[src/rtl/sdspi_word_loader_if.sv]
// Memory write bus for the SD-card word loader.
// The loader drives the request; memory answers with wr_ready.
interface sdspi_word_loader_if #(
    parameter int ADDR_W = 32,
    parameter int DATA_W = 32
);
    logic              wr_valid;
    logic [ADDR_W-1:0] wr_addr;
    logic [DATA_W-1:0] wr_data;
    logic              wr_ready;

    modport master (
        output wr_valid,
        output wr_addr,
        output wr_data,
        input  wr_ready
    );

    modport slave (
        input  wr_valid,
        input  wr_addr,
        input  wr_data,
        output wr_ready
    );
endinterface

[src/rtl/sdspi_word_loader.sv]
// Packs the SD file byte stream into words and writes them to memory.
// Words pass through a small show-ahead FIFO; the tail word is padded.
module sdspi_word_loader #(
    parameter int              DATA_W     = 32,
    parameter int              FIFO_DEPTH = 4,
    parameter int              ADDR_W     = 32,
    parameter logic [ADDR_W-1:0] BASE_ADDR = '0,
    parameter int              MAX_BYTES  = 65536,
    parameter int              BIG_ENDIAN = 0,
    parameter logic [7:0]      PAD_BYTE   = 8'h00
) (
    input  logic        clk27mhz,
    input  logic        rst,
    input  logic        start,
    input  logic        in_valid,
    input  logic [7:0]  in_byte,
    input  logic        in_last,
    sdspi_word_loader_if.master wr,
    output logic        busy,
    output logic        done,
    output logic        overflow,
    output logic [31:0] bytes_loaded
);
    localparam int NB    = DATA_W / 8;
    localparam int IDX_W = (NB > 1) ? $clog2(NB) : 1;
    localparam int AW    = (FIFO_DEPTH > 1) ? $clog2(FIFO_DEPTH) : 1;

    localparam logic [IDX_W-1:0] KLAST = IDX_W'(NB - 1);
    localparam logic [31:0]      MAXB  = 32'(MAX_BYTES);
    localparam logic [AW:0]      FULLN = (AW + 1)'(FIFO_DEPTH);

    typedef enum logic [1:0] {
        S_IDLE,
        S_LOAD,
        S_FLUSH,
        S_DONE
    } state_t;

    typedef logic [NB-1:0][7:0] word_t;

    state_t           state;
    logic [IDX_W-1:0] k;
    word_t            pack;

    word_t            mem [FIFO_DEPTH];
    logic [AW-1:0]    wptr;
    logic [AW-1:0]    rptr;
    logic [AW:0]      count;
    logic [ADDR_W-1:0] addr;

    logic  arm;
    logic  accept;
    logic  push_req;
    logic  do_push;
    logic  pop;
    logic  full;
    word_t word_now;
    word_t pad_word;
    word_t push_word;

    // Lane order: little-endian fills upward, big-endian from the top.
    function automatic logic [IDX_W-1:0] lane_of(input logic [IDX_W-1:0] j);
        return (BIG_ENDIAN != 0) ? (KLAST - j) : j;
    endfunction

    assign wr.wr_valid = (count != '0);
    assign wr.wr_data  = mem[rptr];
    assign wr.wr_addr  = addr;

    assign pop     = wr.wr_valid && wr.wr_ready;
    assign full    = (count == FULLN);
    assign do_push = push_req && (!full || pop);
    assign arm     = start && (state == S_IDLE || state == S_DONE);

    // Byte acceptance, word assembly and tail padding.
    always_comb begin
        accept = (state == S_LOAD) && in_valid && (bytes_loaded < MAXB);
        word_now = pack;
        word_now[lane_of(k)] = in_byte;
        pad_word = pack;
        for (int j = 0; j < NB; j++) begin
            if (j >= int'(k)) begin
                pad_word[lane_of(IDX_W'(j))] = PAD_BYTE;
            end
        end
        push_req  = 1'b0;
        push_word = word_now;
        if (accept && k == KLAST) begin
            push_req = 1'b1;
        end else if (state == S_FLUSH && k != '0) begin
            push_req  = 1'b1;
            push_word = pad_word;
        end
    end

    // Load sequencing: arm, pack bytes, flush the tail, report status.
    always_ff @(posedge clk27mhz) begin
        if (rst) begin
            state        <= S_IDLE;
            busy         <= 1'b0;
            done         <= 1'b0;
            overflow     <= 1'b0;
            bytes_loaded <= '0;
            k            <= '0;
            pack         <= '0;
        end else begin
            if (push_req && full && !pop) begin
                overflow <= 1'b1;
            end
            unique case (state)
                S_IDLE, S_DONE: begin
                    if (start) begin
                        state        <= S_LOAD;
                        busy         <= 1'b1;
                        done         <= 1'b0;
                        overflow     <= 1'b0;
                        bytes_loaded <= '0;
                        k            <= '0;
                    end
                end
                S_LOAD: begin
                    if (accept) begin
                        pack         <= word_now;
                        bytes_loaded <= bytes_loaded + 32'd1;
                        k            <= (k == KLAST) ? '0 : k + 1'b1;
                    end
                    if (in_last || bytes_loaded >= MAXB ||
                        (accept && bytes_loaded + 32'd1 == MAXB)) begin
                        state <= S_FLUSH;
                    end
                end
                S_FLUSH: begin
                    if (k != '0) begin
                        k <= '0;
                    end else if (count == '0) begin
                        state <= S_DONE;
                        busy  <= 1'b0;
                        done  <= 1'b1;
                    end
                end
                default: state <= S_IDLE;
            endcase
        end
    end

    // Word FIFO and write address; a full push is dropped unless popped.
    always_ff @(posedge clk27mhz) begin
        if (rst) begin
            wptr  <= '0;
            rptr  <= '0;
            count <= '0;
            addr  <= BASE_ADDR;
            for (int i = 0; i < FIFO_DEPTH; i++) begin
                mem[i] <= '0;
            end
        end else begin
            if (do_push) begin
                mem[wptr] <= push_word;
                wptr      <= wptr + 1'b1;
            end
            if (pop) begin
                rptr <= rptr + 1'b1;
            end
            if (do_push && !pop) begin
                count <= count + 1'b1;
            end else if (!do_push && pop) begin
                count <= count - 1'b1;
            end
            if (arm) begin
                addr <= BASE_ADDR;
            end else if (pop) begin
                addr <= addr + ADDR_W'(NB);
            end
        end
    end
endmodule

[src/flat_wrapper.sv]
// flat-port wrapper written by rule: the top's interface ports become plain ports
module sdspi_word_loader_flat 
#(
    parameter int              DATA_W     = 32,
    parameter int              FIFO_DEPTH = 4,
    parameter int              ADDR_W     = 32,
    parameter logic [ADDR_W-1:0] BASE_ADDR = '0,
    parameter int              MAX_BYTES  = 65536,
    parameter int              BIG_ENDIAN = 0,
    parameter logic [7:0]      PAD_BYTE   = 8'h00
)
  (clk27mhz, rst, start, in_valid, in_byte, in_last, busy, done, overflow, bytes_loaded, wr_wr_valid, wr_wr_addr, wr_wr_data, wr_wr_ready);
  sdspi_word_loader_if #(.ADDR_W(ADDR_W), .DATA_W(DATA_W)) wr_i ();
  input  logic clk27mhz;
  input  logic rst;
  input  logic start;
  input  logic in_valid;
  input  logic [7:0] in_byte;
  input  logic in_last;
  output logic busy;
  output logic done;
  output logic overflow;
  output logic [31:0] bytes_loaded;
  output wire logic [$bits(wr_i.wr_valid)-1:0] wr_wr_valid;
  output wire logic [$bits(wr_i.wr_addr)-1:0] wr_wr_addr;
  output wire logic [$bits(wr_i.wr_data)-1:0] wr_wr_data;
  input wire logic [$bits(wr_i.wr_ready)-1:0] wr_wr_ready;
  assign wr_wr_valid = wr_i.wr_valid;
  assign wr_wr_addr = wr_i.wr_addr;
  assign wr_wr_data = wr_i.wr_data;
  assign wr_i.wr_ready = wr_wr_ready;
  sdspi_word_loader #(.DATA_W(DATA_W), .FIFO_DEPTH(FIFO_DEPTH), .ADDR_W(ADDR_W), .BASE_ADDR(BASE_ADDR), .MAX_BYTES(MAX_BYTES), .BIG_ENDIAN(BIG_ENDIAN), .PAD_BYTE(PAD_BYTE)) u_core (.clk27mhz(clk27mhz), .rst(rst), .start(start), .in_valid(in_valid), .in_byte(in_byte), .in_last(in_last), .wr(wr_i), .busy(busy), .done(done), .overflow(overflow), .bytes_loaded(bytes_loaded));
endmodule
[config.mk]
export PLATFORM = sky130hd
export DESIGN_NAME = sdspi_word_loader_flat
export DESIGN_NICKNAME = d
export VERILOG_FILES = /design/src/rtl/sdspi_word_loader_if.sv /design/src/rtl/sdspi_word_loader.sv /design/src/flat_wrapper.sv
export SDC_FILE = /design/constraint.sdc
export NUM_CORES = 1
export LEC_CHECK = 0
export CORE_MARGIN = 2
export CORE_UTILIZATION = 35
export DETAILED_ROUTE_END_ITERATION = 7
export DONT_BUFFER_PORTS = 1
export SLEW_MARGIN = 25
export SYNTH_ARGS = -nofsm -noshare
export SYNTH_HDL_FRONTEND = slang
export SYNTH_SLANG_ARGS = --single-unit
[constraint.sdc]
create_clock -name clk27mhz -period 6.15 [get_ports clk27mhz]
set_input_delay 0.615 -clock clk27mhz [delete_from_list [all_inputs] [get_ports clk27mhz]]
set_output_delay 0.615 -clock clk27mhz [all_outputs]
set_load 0.005 [all_outputs]
* Word level (Yosys, flattened, before mapping)
Memory sizes are Yosys's and may differ from the RTL's. A register that Yosys moved wholly into a read port is not among the register bits.
Cells that the tools add are included.
** Operators by class
- $add $sub $neg :: 7
- $lt $le $gt $ge :: 7
- Equal/unequal tests :: 12
- Multiplexer cells :: 46
- Reduce and logical (&&, ||, !) cells :: 35
** Operators by type and width (count)
- $mux 32 :: 5
- $pmux 32 s2 :: 1
- $add 32x1->32 const B :: 1
- $add 32x3->32 const B :: 1
- $bwmux 32 :: 1
- $eq 32x17->1 const B :: 1
- $ge 32x17->1 const B :: 1
- $lt 32x17->1 const B :: 1
- $mux 8 :: 4
- $reduce_or 32->1 :: 1
- $mux 2 :: 11
- $mux 1 :: 17
- $demux 8 s2 :: 1
- $logic_and 1x1->1 :: 13
- $pmux 2 s3 :: 2
- $ne 2x2->1 const B :: 5
- $reduce_and 4->1 :: 2
- $reduce_bool 2->1 :: 4
- $add 2x1->2 const B :: 3
- $eq 2x2->1 const B :: 3
- $mux 3 :: 2
- $reduce_and 3->1 :: 2
- $ge 1x2->1 const A :: 2
- $logic_or 1x1->1 :: 4
- 15 further kinds :: 19
** Storage, ports and cells
- Bits in registers :: 110
- Bits in writable memories :: 128
- Input port bits :: 14
- Output and inout port bits :: 100
- Logic and storage cells :: 122
- Memories kept :: 1
** Memories
- u_core.mem :: depth 4, width 32, read ports 1, clocked after Yosys merged registers in 1, write ports 4, line sdspi_word_loader.sv:45 : word_t mem [FIFO_DEPTH];

* Longest topological paths before layout
- Depth after elaboration :: 11
- Gate-level depth with buffers :: 13
- Depth with buffers taken out :: 12

* Worst setup path after synthesis
OpenSTA, ideal clock, no wires.
- Path kind :: input port to flip-flop
- Start :: input wr_wr_ready
- End :: memory u_core.mem[2][0] (netlist name) (enable)
- Setup time :: 482 ps
- Arrival :: 2320 ps
- Required time :: 5668 ps
- Path slack :: 3348 ps
- Stages on the path :: 4
- Buffers on the path :: 0
- Cells stage by stage :: nor4b_1 > nor2_1 > nand3_1 > nand2b_1
** RTL lines
- from (decl) :: line flat_wrapper.sv:27 : input wire logic [$bits(wr_i.wr_ready)-1:0] wr_wr_ready;
- to (decl) :: line sdspi_word_loader.sv:45

==> metrics.csv <==
metric,value,unit
status,completed,
Final Critical Period,3530,ps
Tcrit/Tclk final,0.574,
r2r setup slk,2620,ps
DP HPWL,16500,um
ys flop type,edfxtp_1,
"wirelength, routed",26000,um
die height,178,um
FILL cells,2875,
WL/cell,19.6,um
synthesized instance count,919,
Vias,7080,
grt total ovfl,0,
"critical path fanouts, max",27,
area of the core,29800,um2
final design utilization,0.403,
reg2reg end,u_core.mem[1][18],
Psw,1.11,mW
Routed Antenna Nets,0,
Slew headroom,0.408,
I/O Buffers,0,
GRT Overall Usage,0.163,
mapped cell area,10600,um2
"commonest cells after routing, fill and taps aside","nor2_1, edfxtp_1, dfxtp_1",
worst reg-to-reg path cell count,7,
Min-Delay Path Depth,1,
Hold WC Path Type,input pin to flip-flop,
Clock transition at path regs,60,ps
clk_lat worst skew,530,ps
Setup Viol. Count Final,0,
kind of critical path,flip-flop to flip-flop,
routability cong.,0.761,
TritonRoute pass-1 iters,5,
data required time at the worst endpoint,6330,ps
Root Driver,clkbuf_16,
register area,6050,um2
Slew @ Worst Pin,884,ps
CP arrival,3710,ps
Die W,178,um
count of flip-flops with a built-in enable after synthesis,128,
pin count of the biggest net entering global routing,75,
Combinational Power Share,0.158,
post-CTS sizing,0,
diode count,0,
initial antenna violation count,0,
Reg-to-Reg Start,u_core.k[0],
Lkg Pwr,3.99,nW
sequential element share of the synthesized area,0.568,
hold path startpoint,rst,
VDD IR max,0.276,mV
final hold vios,0,
TritonCTS buffer count,27,
average size of a mapped cell,11.6,um2
crit path capture type,flip-flop,
Hold EP,u_core.bytes_loaded[2],
Power Density,356,nW/um2
Cell Int Power,3.16,mW
Cell Rows,63,
die area,31800,um2
Hold Buf Count CTS,0,
nets@finish,939,
Residual DRC,0,
Synth warnings,0,
sequential share of power,0.422,
Ports,114,
skew final,12.9,ps
Multi-input gate area,4290,um2
clock sinks,238,
Detailed Route Iter0 Violations,505,
Seq cells post-synth,238,
FMAX,283,MHz
P&R area growth vs syn,12.8,%
fraction of layout cells with a size suffix above 1,0.129,
"FFs w/ async S/R, synth",0,
Slew Limit Fails,0,
Post-CTS Repair Setup Buffers,0,
TritonCTS clock tree,built,
Final TNS setup,0,ps
Vias/cell,5.35,
sw frac,0.261,
crit path launch type,flip-flop,
first-pass GRT wire length,40200,um
Initial Util,0.357,
RSZ-0062 raised after global routing,no,
clock buffer depth,3,
vias in the first global route,6951,
Clock power frac,0.419,
"Distinct cells, synth",66,
H-tree depth,1,
"commonest non-fill, non-tap cell in the layout",nor2_1,
Max-Cap Viols,0,
[synth_stat cells (16+ instances only)]
cell type	instances	area, um2
a21oi_1	55	275
and2_1	16	100
buf_2	16	80.1
clkbuf_1	25	93.8
dfxtp_1	110	2200
edfxtp_1	128	3840
inv_1	18	67.6
mux2i_1	41	410
mux4_2	32	721
nand2_1	30	113
nand3_1	32	160
nor2_1	181	679
o21ai_0	24	120
xor2_1	17	149
[critical path, stage by stage, from the launching register on]
cell and delay, ps:
dfxtp_1 420, inv_1 90, ha_1 450, nor2b_1 490
a41o_2 250, nand3_2 550, nand2b_1 490, buf_4 420
[sequential cells by signal (all words and copies together) (netlist names), named ones only]
register             flops
u_core.count             3
u_core.busy              1
u_core.bytes_loaded     32
u_core.rptr              2
u_core.wptr              2
u_core.wr.wr_addr       30
u_core.pack             32
u_core.k                 2
u_core.mem             128
u_core.state             2
u_core.done              1
u_core.overflow          1
[cell type report]
cell class / count / area share
clock inverter: 11 / 0.0172
timing repair buffer: 12 / 0.00751
multi-input combinational: 612 / 0.357
inverter: 21 / 0.00678
clock buffer: 39 / 0.0667
sequential: 238 / 0.504
tap: 390 / 0.0407
[per-layer routing]
layer	global-route usage	wire length, um	vias to the layer above
li1	-	-	3358
met1	0.217	10900	3419
met2	0.266	12300	270
met3	0.0435	2320	33
met4	0.0349	448	0
met5	0	0	-
[logic make-up after synthesis]
family                     after synthesis  synth area share
AOI/OAI and AO/OA                      132            0.0776
xor gates and xnor gates                32            0.0263
adders and majority gates               13            0.0160
buffers and inverters                   70            0.0296
DFF                                    238             0.568
muxes                                   75             0.108
other                                    1          0.000352
and+or+nand+nor                        358             0.173
[power by group through the flow]
| stage | registers, mW | clock network, mW | logic [mW] |
|---|---|---|---|
| after global routing | 1.82 | 1.90 | 0.751 |
| after floorplan | 1.82 | 0 | 0.537 |
| after global placement | 1.84 | 0 | 0.683 |
| final | 1.81 | 1.79 | 0.677 |
| after CTS | 1.81 | 1.84 | 0.692 |
| after detailed placement | 1.84 | 0 | 0.690 |
[how the worst max path moves through the flow]
stage,to,cells after the start,slack [ps],from
2_1_floorplan,u_core.mem[2][0],4,3350,wr_wr_ready
3_3_place_gp,u_core.mem[1][10],7,2760,u_core.k[0]
3_5_place_dp,u_core.mem[1][12],7,2600,u_core.k[0]
4_1_cts,u_core.mem[1][15],7,2570,u_core.k[0]
5_1_grt,u_core.mem[1][16],7,2400,u_core.k[1]
6_report,u_core.mem[1][18],7,2620,u_core.k[0]
[metrics by stage]
step | total power [mW] | std cells | setup WS, ps | hold WS (ps) | cell area (um2)
2_1_floorplan | 2.36 | 920 | 3350 | 452 | 10600
3_3_place_gp | 2.52 | 1273 | 2760 | 465 | 11000
3_5_place_dp | 2.53 | 1273 | 2600 | 472 | 11000
4_1_cts | 4.33 | 1323 | 2570 | 136 | 12000
5_1_grt | 4.47 | 1323 | 2400 | 141 | 12000
6_report | 4.27 | 1323 | 2620 | 165 | 12000
Power figures use the tool's default switching activity.
